==> config.mk <==
export PLATFORM = sky130hd
export DESIGN_NAME = multicycle_control_flat
export DESIGN_NICKNAME = d
export VERILOG_FILES = /design/src/rtl/multicycle_control_if.sv /design/src/rtl/multicycle_control.sv /design/src/flat_wrapper.sv
export SDC_FILE = /design/constraint.sdc
export NUM_CORES = 1
export LEC_CHECK = 0
export CORE_AREA = 2 2 90 66
export CTS_BUF_LIST = sky130_fd_sc_hd__clkbuf_16
export DETAILED_ROUTE_END_ITERATION = 10
export DIE_AREA = 0 0 92 68
export PLACE_DENSITY_LB_ADDON = 0.2
export SYNTH_ARGS = -nofsm -noshare
export SYNTH_HDL_FRONTEND = slang
export SYNTH_SLANG_ARGS = --single-unit
==> constraint.sdc <==
create_clock -name clk -period 3.75 [get_ports clk]
set_input_delay 1.125 -clock clk [delete_from_list [all_inputs] [get_ports clk]]
set_output_delay 1.125 -clock clk [all_outputs]
set_load 0.02 [all_outputs]
==> src/rtl/multicycle_control_if.sv <==
// rtl/multicycle_control_if.sv - instruction-register / datapath control bundle for multicycle_control
interface multicycle_control_if #(
   parameter int CNT_W = 32
) ();
   logic [5:0]       op;
   logic [5:0]       funct;
   logic             zero;
   logic             PCWr;
   logic             IRWr;
   logic [1:0]       WRsel;
   logic [1:0]       WDsel;
   logic             RFWr;
   logic             EXTOp;
   logic             Bsel;
   logic [1:0]       ALUOp;
   logic             DMWr;
   logic             Br;
   logic             LUIsel;
   logic             Jal;
   logic             Jr;
   logic [2:0]       state;
   logic             illegal;
   logic [CNT_W-1:0] retired;

   modport master (
      input  op, funct, zero,
      output PCWr, IRWr, WRsel, WDsel, RFWr, EXTOp, Bsel, ALUOp, DMWr,
             Br, LUIsel, Jal, Jr, state, illegal, retired
   );

   modport slave (
      output op, funct, zero,
      input  PCWr, IRWr, WRsel, WDsel, RFWr, EXTOp, Bsel, ALUOp, DMWr,
             Br, LUIsel, Jal, Jr, state, illegal, retired
   );
endinterface

==> src/rtl/multicycle_control.sv <==
// rtl/multicycle_control.sv - multi-cycle MIPS control FSM (FETCH/DECODE/EXE/MEM/WB) with retire counter
module multicycle_control #(
   parameter int MEM_WAIT = 0,
   parameter int CNT_W    = 32
) (
   input logic                   clk,
   input logic                   reset,
   multicycle_control_if.master  bus
);
   typedef enum logic [2:0] {
      FETCH  = 3'd0,
      DECODE = 3'd1,
      EXE    = 3'd2,
      MEM    = 3'd3,
      WB     = 3'd4
   } state_t;

   localparam logic [3:0] WAIT_LAST = 4'(MEM_WAIT);

   state_t           cur;
   state_t           nxt;
   logic [3:0]       wcnt;
   logic [CNT_W-1:0] count;

   logic is_addu, is_subu, is_jr, is_ori, is_lw, is_sw, is_beq, is_lui, is_jal;
   logic legal, mem_last, retire;
   logic pc_wr, ir_wr, rf_wr, ext_op, b_sel, dm_wr, br, lui_sel, jal, jr, ill;
   logic [1:0] wr_sel, wd_sel, alu_op;

   assign is_addu  = (bus.op == 6'b000000) && (bus.funct == 6'b100001);
   assign is_subu  = (bus.op == 6'b000000) && (bus.funct == 6'b100011);
   assign is_jr    = (bus.op == 6'b000000) && (bus.funct == 6'b001000);
   assign is_ori   = (bus.op == 6'b001101);
   assign is_lw    = (bus.op == 6'b100011);
   assign is_sw    = (bus.op == 6'b101011);
   assign is_beq   = (bus.op == 6'b000100);
   assign is_lui   = (bus.op == 6'b001111);
   assign is_jal   = (bus.op == 6'b000011);
   assign legal    = is_addu | is_subu | is_jr | is_ori | is_lw | is_sw | is_beq | is_lui | is_jal;
   assign mem_last = (wcnt == WAIT_LAST);

   always_comb begin
      nxt = cur;
      pc_wr = 1'b0; ir_wr = 1'b0; rf_wr = 1'b0; ext_op = 1'b0; b_sel = 1'b0;
      dm_wr = 1'b0; br = 1'b0; lui_sel = 1'b0; jal = 1'b0; jr = 1'b0; ill = 1'b0;
      wr_sel = 2'b00; wd_sel = 2'b00; alu_op = 2'b00;
      case (cur)
         FETCH: begin
            ir_wr = 1'b1;
            pc_wr = 1'b1;
            nxt   = DECODE;
         end
         DECODE: begin
            if (is_jal) begin
               jal = 1'b1; pc_wr = 1'b1; rf_wr = 1'b1;
               wr_sel = 2'b10; wd_sel = 2'b10;
               nxt = FETCH;
            end else if (is_jr) begin
               jr = 1'b1; pc_wr = 1'b1;
               nxt = FETCH;
            end else if (!legal) begin
               ill = 1'b1;
               nxt = FETCH;
            end else begin
               nxt = EXE;
            end
         end
         EXE: begin
            nxt = FETCH;
            if (is_addu || is_subu) begin
               alu_op = is_subu ? 2'b01 : 2'b00;
               nxt = WB;
            end else if (is_ori) begin
               alu_op = 2'b10; b_sel = 1'b1;
               nxt = WB;
            end else if (is_lui) begin
               lui_sel = 1'b1; b_sel = 1'b1;
               nxt = WB;
            end else if (is_lw || is_sw) begin
               b_sel = 1'b1; ext_op = 1'b1;
               nxt = MEM;
            end else if (is_beq) begin
               alu_op = 2'b01; ext_op = 1'b1; br = 1'b1; pc_wr = bus.zero;
            end
         end
         MEM: begin
            // Address selects stay held so the DM address is stable across the wait.
            if (is_lw || is_sw) begin
               b_sel = 1'b1; ext_op = 1'b1;
            end
            dm_wr = is_sw && mem_last;
            if (mem_last) nxt = is_lw ? WB : FETCH;
         end
         WB: begin
            rf_wr = 1'b1;
            if (is_addu || is_subu) wr_sel = 2'b01;
            if (is_ori) begin
               alu_op = 2'b10; b_sel = 1'b1;
            end
            if (is_lui) begin
               lui_sel = 1'b1; b_sel = 1'b1;
            end
            if (is_lw) wd_sel = 2'b01;
            nxt = FETCH;
         end
         default: nxt = FETCH;
      endcase
      retire = (cur != FETCH) && (nxt == FETCH) && !(cur == DECODE && !legal);
   end

   always_ff @(posedge clk) begin
      if (reset) begin
         cur   <= FETCH;
         wcnt  <= 4'd0;
         count <= '0;
      end else begin
         cur <= nxt;
         if (cur != MEM)
            wcnt <= 4'd0;
         else if (!mem_last)
            wcnt <= wcnt + 4'd1;
         if (retire) count <= count + 1'b1;
      end
   end

   assign bus.PCWr    = pc_wr   & ~reset;
   assign bus.IRWr    = ir_wr   & ~reset;
   assign bus.RFWr    = rf_wr   & ~reset;
   assign bus.EXTOp   = ext_op  & ~reset;
   assign bus.Bsel    = b_sel   & ~reset;
   assign bus.DMWr    = dm_wr   & ~reset;
   assign bus.Br      = br      & ~reset;
   assign bus.LUIsel  = lui_sel & ~reset;
   assign bus.Jal     = jal     & ~reset;
   assign bus.Jr      = jr      & ~reset;
   assign bus.illegal = ill     & ~reset;
   assign bus.WRsel   = reset ? 2'b00 : wr_sel;
   assign bus.WDsel   = reset ? 2'b00 : wd_sel;
   assign bus.ALUOp   = reset ? 2'b00 : alu_op;
   assign bus.state   = cur;
   assign bus.retired = reset ? '0 : count;
endmodule

==> src/flat_wrapper.sv <==
// flat-port wrapper written by rule: the top's interface ports become plain ports
module multicycle_control_flat 
#(
   parameter int MEM_WAIT = 0,
   parameter int CNT_W    = 32
)
  (clk, reset, bus_op, bus_funct, bus_zero, bus_PCWr, bus_IRWr, bus_WRsel, bus_WDsel, bus_RFWr, bus_EXTOp, bus_Bsel, bus_ALUOp, bus_DMWr, bus_Br, bus_LUIsel, bus_Jal, bus_Jr, bus_state, bus_illegal, bus_retired);
  multicycle_control_if #(.CNT_W(CNT_W)) bus_i ();
  input logic clk;
  input logic reset;
  input wire logic [$bits(bus_i.op)-1:0] bus_op;
  input wire logic [$bits(bus_i.funct)-1:0] bus_funct;
  input wire logic [$bits(bus_i.zero)-1:0] bus_zero;
  output wire logic [$bits(bus_i.PCWr)-1:0] bus_PCWr;
  output wire logic [$bits(bus_i.IRWr)-1:0] bus_IRWr;
  output wire logic [$bits(bus_i.WRsel)-1:0] bus_WRsel;
  output wire logic [$bits(bus_i.WDsel)-1:0] bus_WDsel;
  output wire logic [$bits(bus_i.RFWr)-1:0] bus_RFWr;
  output wire logic [$bits(bus_i.EXTOp)-1:0] bus_EXTOp;
  output wire logic [$bits(bus_i.Bsel)-1:0] bus_Bsel;
  output wire logic [$bits(bus_i.ALUOp)-1:0] bus_ALUOp;
  output wire logic [$bits(bus_i.DMWr)-1:0] bus_DMWr;
  output wire logic [$bits(bus_i.Br)-1:0] bus_Br;
  output wire logic [$bits(bus_i.LUIsel)-1:0] bus_LUIsel;
  output wire logic [$bits(bus_i.Jal)-1:0] bus_Jal;
  output wire logic [$bits(bus_i.Jr)-1:0] bus_Jr;
  output wire logic [$bits(bus_i.state)-1:0] bus_state;
  output wire logic [$bits(bus_i.illegal)-1:0] bus_illegal;
  output wire logic [$bits(bus_i.retired)-1:0] bus_retired;
  assign bus_i.op = bus_op;
  assign bus_i.funct = bus_funct;
  assign bus_i.zero = bus_zero;
  assign bus_PCWr = bus_i.PCWr;
  assign bus_IRWr = bus_i.IRWr;
  assign bus_WRsel = bus_i.WRsel;
  assign bus_WDsel = bus_i.WDsel;
  assign bus_RFWr = bus_i.RFWr;
  assign bus_EXTOp = bus_i.EXTOp;
  assign bus_Bsel = bus_i.Bsel;
  assign bus_ALUOp = bus_i.ALUOp;
  assign bus_DMWr = bus_i.DMWr;
  assign bus_Br = bus_i.Br;
  assign bus_LUIsel = bus_i.LUIsel;
  assign bus_Jal = bus_i.Jal;
  assign bus_Jr = bus_i.Jr;
  assign bus_state = bus_i.state;
  assign bus_illegal = bus_i.illegal;
  assign bus_retired = bus_i.retired;
  multicycle_control #(.MEM_WAIT(MEM_WAIT), .CNT_W(CNT_W)) u_core (.clk(clk), .reset(reset), .bus(bus_i));
endmodule
## After elaboration in Yosys (flattened, before gate mapping)

Index checks and enable logic that the tools add are counted.

| word-level totals | value |
|---|---|
| bits in registers | 39 |
| logic and storage cells | 124 |
| output and inout bits | 52 |
| input bits | 15 |

| operators by class | value |
|---|---|
| $add $sub $neg | 2 |
| equality and inequality tests | 14 |
| bitwise logic cells | 20 |
| mux-type cells | 68 |
| reduce and logical (&&, ||, !) cells | 17 |

Operator list:

| operator | count |
|---|---|
| 1-bit two-way mux | 40 |
| 32-bit by 1-bit adder with 32-bit output, second input constant | 1 |
| 32-bit two-way mux | 1 |
| 6-bit equality test, second input constant | 4 |
| 2-bit two-way mux | 11 |
| 3-bit two-way mux | 7 |
| 6-bit by 4-bit equality test with 1-bit output, second input constant | 3 |
| 2-bit one-hot mux with 2 select lines | 3 |
| 3-bit one-hot mux with 4 select lines | 1 |
| 1-bit AND | 11 |
| 1-bit OR | 8 |
| 1-bit logical AND | 7 |
| 3-bit by 2-bit equality test with 1-bit output, second input constant | 2 |
| 6-bit by 2-bit equality test with 1-bit output, second input constant | 1 |
| 6-bit by 3-bit equality test with 1-bit output, second input constant | 1 |
| 3-bit zero test | 2 |
| 6-bit zero test | 1 |
| 1-bit one-hot mux with 2 select lines | 3 |
| 1-bit one-hot mux with 3 select lines | 2 |
| 4-bit by 1-bit adder with 4-bit output, second input constant | 1 |
| 4-bit zero test | 1 |
| 3-bit by 1-bit equality test with 1-bit output, second input constant | 1 |
| 3-bit equality test, second input constant | 1 |
| 3-bit by 2-bit != test with 1-bit output, second input constant | 1 |
| 5 further kinds | 7 |

## Logic depth before layout (Yosys ltp)

Gate-level depths: netlist of the first run.

| logic depth | value |
|---|---|
| depth after elaboration | 17 |
| depth in mapped cells | 10 |
| depth with buffers taken out | 8 |

## Worst setup path before layout of the first run

No wires, ideal clock.

| timing path | value |
|---|---|
| kind | input to output |
| start point | input bus_op[3] |
| end point | output bus_ALUOp[0] |
| data arrival time | 3.321 ns |
| buffers on the path | 0 |
| cell stages on the path | 5 |
| required time | 2.625 ns |
| setup slack | -0.696 ns |
| path through | or4_4 > or3_4 > inv_1 > nand2_1 > a2111oi_0 |

| on the way | value |
|---|---|
| word-level cells in the longest chain between the ends | 8 |

Ends and longest elaborated chain:

| item | RTL line | RTL |
|---|---|---|
| from (decl) | flat_wrapper.sv:11 | `input wire logic [$bits(bus_i.op)-1:0] bus_op;` |
| 6-bit by 3-bit equality test with 1-bit output, or another cell as far along | multicycle_control.sv:36 | `assign is_beq = (bus.op == 6'b000100);` |
| 1-bit two-way mux or 1-bit logical OR (tied branches) | multicycle_control.sv:82, multicycle_control.sv:79 |  |
| 2-bit two-way mux | multicycle_control.sv:79 | `end else if (is_lw \|\| is_sw) begin` |
| 2-bit two-way mux | multicycle_control.sv:76 | `end else if (is_lui) begin` |
| 2-bit two-way mux | multicycle_control.sv:73 | `end else if (is_ori) begin` |
| 2-bit two-way mux (*) | multicycle_control.sv:70 | `if (is_addu \|\| is_subu) begin` |
| 2-bit one-hot mux with 2 select lines (*) | multicycle_control.sv:47 | `case (cur)` |
| 2-bit two-way mux (*) | multicycle_control.sv:139 | `assign bus.ALUOp = reset ? 2'b00 : alu_op;` |
| to (decl) | flat_wrapper.sv:21 | `output wire logic [$bits(bus_i.ALUOp)-1:0] bus_ALUOp;` |

Every way passes the cells marked *; elsewhere a longest branch is shown, timed or not.

## Worst setup path in the final report of the first run

| timing path | value |
|---|---|
| start point | input bus_op[4] |
| end point | output bus_ALUOp[1] |

| on the way | value |
|---|---|
| word-level cells in the longest chain between the ends | 6 |

Ends and longest elaborated chain:

| item | RTL line |
|---|---|
| 6-bit by 4-bit equality test with 1-bit output or 6-bit zero test (tied branches) | multicycle_control.sv:37, multicycle_control.sv:30, multicycle_control.sv:31 |
| 2-bit two-way mux, or another cell as far along | multicycle_control.sv:76 |
| 2-bit two-way mux or 1-bit logical OR (tied branches) | multicycle_control.sv:73, multicycle_control.sv:70 |
| 2-bit two-way mux | multicycle_control.sv:70 |
| 2-bit one-hot mux with 2 select lines (*) | multicycle_control.sv:47 |
| 2-bit two-way mux (*) | multicycle_control.sv:139 |

Marked as above.

==> flow_summary.ini, run 1 <==
[power_and_ir_drop]
irDropWorstVdd_mv = 0.220
p_leak_nw = 1.36
power_density_nw_per_um2 = 271

[worst_hold_path]
holdPathStages = 2
worstHoldEndpoint = u_core.count[31]$_SDFFE_PP0P_
hold_path.startpoint = u_core.count[31]$_SDFFE_PP0P_
holdCritPathClass = register to register

[floorplan]
start_util_pct = 47.0
coreArea_sq_um = 5470
die_area_sq_um = 6260
die_h_microns = 68
fp-row-count = 23
ioPinCount = 67
dieWidth_microns = 92

[logic_synthesis]
ys_types = 53
netlist.area_leader.share_pct = 30.4
synthCells = 328
synth_flop_cell = dfxtp_1
avgSynthCellArea_sq_um = 7.84
ys_ff_latch = 39
syn_area_sq_um = 2570
ys_top_cells_by_count = 39 x dfxtp_1, 34 x nor2b_1, 28 x nand2_1
yosysWarnings = 0
seq_area_frac_synth_pct = 30.4
synth_nets = 346
synth-async-reset-ratio_pct = 0
yosys.area.top_type = dfxtp_1
synth_edf_count = 0
post-synth-top-count-cell = dfxtp_1
synth.area.top_cells = dfxtp_1 30%, nor2b_1 8.3%, a21oi_1 5.3%, nand2_1 4.1%, or4_1 4.1%

[layout]
fin_cells = 496
final_area_sq_um = 3770
finalNetCount = 438
finish.utilization_pct = 69.0
diodes = 0
multi_input_area_sq_um = 1790
post_route_cells_drive_above_1_share_pct = 26.6
final-seq-area_sq_um = 781
fillers = 450
syn_to_final_growth_pct = 46.9

[clock_tree]
htree_levels = 2
numClockSinks = 39
clk_latency_ps = 280
hold_buffers = 0
cts_tree = done
path_clk_slew_ps = 60
clockBufferDepth = 2
cts-root-buf = clkbuf_16
cts_inserted_buffers = 5

[global_routing]
grtUsageTotal_pct = 22.4
grt_max_degree = 38
grt_pass1_vias = 2405
overflow = 0
grt_pass1_wl_microns = 11300
antenna_found_initial = 0

[worst_setup_path]
critPathRequiredTime_ps = 2620
r2r_slack_ps = 1130
r2r_start = u_core.count[4]$_SDFFE_PP0P_
worst_setup_path_start_kind = primary input
r2r_end = u_core.count[30]$_SDFFE_PP0P_
end_kind = output port
reg2regPathDepth = 6
crit_fanout = 4
crit_arrival_ps = 2760
crit_type = primary input to output port

[timing]
hold_viol = 0
finalSetupViolCount = 5
setup_tns_ps = -524
fin_hold_ws_ps = 465
fin_crit_ps = 3890
fmax_ghz = 0.257
tightest_slew_ps = 740
final.setup_skew_ps = 6.17
max_slew_margin_pct = 50.2
grt_setup_unrepaired = yes
maxSlewViolCount = 0
setup_ws_ps = -137
fin_crit_sh_pct = 104

[place]
gp_congestion = 0.859
dpl.cell_count = 485
portBuffers = 66
dp.final_hpwl_microns = 4950
dpl_cell_area_sq_um = 3530

[routing]
wire_per_inst_microns = 14.2
finalWirelength_microns = 7040
drc = 0
final_antenna_net_count = 0
via_count = 2764
drt_iter0_drc = 145
vias_per_cell = 5.57
dr.pass1.iters = 4

[job]
cap_violations = 0

[outcome]
violations = setup timing
outcome = finished with violations
layer usage:
layer  global-route usage, %  wire (microns)
met1                    31.5            3450
met5                       0               0
met3                    3.96             291
met2                    35.8            3220
met4                    6.34              78
worst max-delay path, stage by stage:
cell and delay, ps:
buf_6 90, or4_4 540, or3_4 420, buf_6 150
a21oi_4 110, or4_4 140, nor3b_2 40, buf_4 150
final cells by class:
class                           instances  area share (%)
Multi-Input combinational cell        261            47.3
Timing Repair Buffer                  106            24.5
Sequential cell                        39            20.7
Clock buffer                            5            3.31
Tap cell                               75            2.49
Clock inverter                          3            1.03
Inverter                                7           0.696
registers in the layout (all words and copies together) (netlist names):
signal and cells:
u_core.bus.state 3, u_core.count 32, u_core.wcnt 4
cell usage in the layout (no fill, tap or decap), types with 3 or more instances in the layout:
cell type and count:
inv_1 6, nand4b_1 3, nand3_1 8, or4_4 3, ha_1 3, nor2_2 3, clkdlybuf4s50_1 37, clkbuf_2 3
nand2b_1 4, nor3b_2 4, dlygate4sd2_1 7, buf_2 5, or2_2 3, o21ai_0 12, dfxtp_1 39, nor3_1 7
clkbuf_16 5, xnor2_1 3, and4_1 3, nor2b_1 34, or4_1 12, buf_4 43, or3_1 11, a21oi_1 26
nand3b_1 3, nor3_2 6, nor2_1 23, nand2_1 25, and3_1 7, o31ai_1 11, mux2_4 5, nand4_1 7
buf_6 8
metrics by stage:
stage / setup WS (ps) / total power [mW]
after detailed placement: -962 / 0.554
after global routing: -187 / 1.06
after CTS: -159 / 1.03
after global placement: -942 / 0.554
final: -137 / 1.02
after floorplan: -19.8 / 0.493
worst max-delay path by stage:
stage               slack (ps)         start      endpoint  depth (start not counted)
floorplan                  -20     bus_op[3]  bus_ALUOp[0]                          5
global placement          -940     bus_op[3]  bus_ALUOp[0]                          7
detailed placement        -960     bus_op[3]  bus_ALUOp[0]                          7
CTS                       -160  bus_funct[4]  bus_ALUOp[0]                          7
global route              -190     bus_op[4]  bus_ALUOp[0]                          7
finish                    -140     bus_op[4]  bus_ALUOp[1]                          8
power by group:
part	internal [mW]	switching (mW)	leakage [nW]
clock network	0.310	0.162	0.0812
logic	0.0625	0.0678	0.965
registers	0.417	0.00559	0.315
total	0.790	0.235	1.36
repair_timing:
action / in CTS / in global routing
buffers inserted: 1 / 2
pin swaps: 15 / 8
gates resized for setup: 113 / 16
setup endpoints to repair: 16 / 13
cell families after synthesis:
logic type | count (synthesis) | synth area share [%]
buf+inv | 28 | 5.21
fa+ha+maj | 3 | 1.46
flops | 39 | 30.4
xor+xnor | 4 | 1.36
compound gates | 62 | 14.9
simple gates | 183 | 42.1
mux | 9 | 4.58
(Power assumes the default switching activity.)
==> run 2: changes to the inputs <==
==> constraint.sdc (replaced) <==
create_clock -name clk -period 3.8 [get_ports clk]
set_input_delay 1.14 -clock clk [delete_from_list [all_inputs] [get_ports clk]]
set_output_delay 1.14 -clock clk [all_outputs]
set_load 0.02 [all_outputs]
==> run 2 against run 1 <==
Net effect: combinational power is 7% lower; design area shrank 3.5%; worst setup slack got worse by 9.2 ps; flip-flop and latch count unchanged; routed wire length increased by 1.8%; non-clock buffer count fell by 10; utilization is 2.4 points lower; die area unchanged; sequential share of layout area increased by 0.75 points; first-iteration DRC count is 1.4% higher; the flow still finishes with violations (setup timing); count of clock-buffer cells in the layout unchanged; critical endpoint is now bus_EXTOp.
==> flow_summary.ini, run 2 (same netlist as run 1, synthesis figures left out) <==
[outcome]
outcome = finished with violations
violations = setup timing

[place]
portBuffers = 66
gp_congestion = 0.862
dpl_cell_area_sq_um = 3490
dp.final_hpwl_microns = 5220

[worst_setup_path]
endpoint = bus_EXTOp
reg2regPathDepth = 6
path_depth = 8
end_kind = output port
crit_chain = buf_6 -> or4_4 -> or3_4 -> buf_4 -> nand2_2 -> o21ai_0 -> and3_1 -> buf_2
crit_family = simple AND/OR/NAND/NOR gates
r2r_start = u_core.count[4]$_SDFFE_PP0P_
crit_arrival_ps = 2810
r2r_end = u_core.count[30]$_SDFFE_PP0P_
r2r_slack_ps = 1120
critical-path-max-stage-delay_ps = 540
critPathRequiredTime_ps = 2660
worst_setup_path_start_kind = primary input
crit_fanout = 4
crit_start = bus_funct[4]
critical_path_buf_inv_count = 3
cp_slowest_cell = or4_4
crit_type = primary input to output port

[global_routing]
antenna_found_initial = 0
grt_pass1_wl_microns = 11900
met3_usage_pct = 4.63
use_met1_pct = 31.1
grt_pass1_vias = 2549
grt-busiest-layer = met2
use_met2_pct = 39.3
grt_max_degree = 38
overflow = 0
grtUsageTotal_pct = 23.6

[routing]
drt_iter0_drc = 147
finalWirelength_microns = 7160
dr.pass1.iters = 5
wire_per_inst_microns = 14.7
final_antenna_net_count = 0
drc = 0
vias_per_cell = 5.63
via_count = 2737

[layout]
fillers = 489
multi_input_area_sq_um = 1740
final_common_cell = dfxtp_1
syn_to_final_growth_pct = 41.7
final_cell_mix = 39 x dfxtp_1, 38 x clkdlybuf4s50_1, 34 x nor2b_1, 34 x buf_4, 26 x a21oi_1
final_area_sq_um = 3640
finalNetCount = 428
regMostFlops = u_core.count
diodes = 0
final-seq-area_sq_um = 781
largest_reg_flops = 32
post_route_cells_drive_above_1_share_pct = 22.4

[clock_tree]
cts_inserted_buffers = 5
path_clk_slew_ps = 60
clk_latency_ps = 280
cts-root-buf = clkbuf_16
clockBufferDepth = 2
numClockSinks = 39
hold_buffers = 0
cts_tree = done
htree_levels = 2

[timing]
maxSlewViolCount = 0
fin_crit_sh_pct = 104
setup_ws_ps = -147
max_slew_margin_pct = 41.7
final.setup_skew_ps = 6.14
grt_setup_unrepaired = yes
finalSetupViolCount = 5
fin_crit_ps = 3950
hold_viol = 0
fmax_ghz = 0.253
setup_tns_ps = -586
tightest_slew_ps = 872

[power_and_ir_drop]
power_density_nw_per_um2 = 276
p_leak_nw = 1.30
irDropWorstVdd_mv = 0.206

[floorplan]
coreArea_sq_um = 5470
start_util_pct = 47.0
ioPinCount = 67
die_area_sq_um = 6260
fp-row-count = 23
die_h_microns = 68
dieWidth_microns = 92

[worst_hold_path]
hold_path.startpoint = u_core.count[31]$_SDFFE_PP0P_
holdCritPathClass = register to register

[job]
cap_violations = 0
==> run 2: cell count changes in the layout (fill, tap and decap cells not counted), sizes merged <==
cell | previous run | this run
clkdlybuf4s50 | 37 | 38
dlygate4sd2 | 7 | 6
buf | 57 | 49
clkbuf | 8 | 6
==> run 2: what timing repair did <==
action / CTS / global route
gates cloned: 0 / 0
setup endpoints to repair: 16 / 12
endpoints found under the hold margin: 0 / 0
gates resized for setup: 102 / 10
buffers inserted: 0 / 0
pin swaps: 7 / 1
==> run 2: worst min-delay path, cell delays in order, from the launching register on <==
cell,delay (ps)
dfxtp_1,320
o41ai_1,60
a21oi_1,50
==> run 2: layout make-up <==
cell class,instances,share of cell area (%)
Multi-Input combinational cell,261,47.8
Inverter,7,0.721
Tap cell,75,2.58
Sequential cell,39,21.4
Clock buffer,5,3.44
Timing Repair Buffer,96,23.0
Clock inverter,3,1.06
==> run 2: per-layer routing <==
layer / up-vias / share of wire, %
met5: - / 0
met1: 1291 / 48
met3: 18 / 4.5
li1: 1362 / -
met4: 0 / 2.1
met2: 66 / 46
==> run 2: worst min-delay path by stage <==
stage / endpoint / depth (start not counted)
6_report: u_core.count[31]$_SDFFE_PP0P_ / 2
5_1_grt: u_core.count[30]$_SDFFE_PP0P_ / 2
4_1_cts: u_core.count[31]$_SDFFE_PP0P_ / 2
3_5_place_dp: u_core.count[31]$_SDFFE_PP0P_ / 2
3_3_place_gp: u_core.count[31]$_SDFFE_PP0P_ / 2
2_1_floorplan: u_core.count[31]$_SDFFE_PP0P_ / 2
==> run 2: metrics by stage <==
step	hold slack (ps)	instances	utilization, %	worst slack (ps)	total power, mW
after floorplan	441	328	-	0.212	0.487
after global placement	456	478	63.9	-920	0.544
after detailed placement	471	478	63.9	-990	0.546
after CTS	480	486	66.7	-181	1.01
after global routing	508	486	66.6	-175	1.03
final	478	486	66.6	-147	1.01
==> run 2: report_power, final <==
group | total [mW] | internal, mW | leakage [nW] | switching (mW)
sequential | 0.417 | 0.412 | 0.315 | 0.00565
combinational | 0.121 | 0.0553 | 0.902 | 0.0653
clock | 0.467 | 0.306 | 0.0812 | 0.161
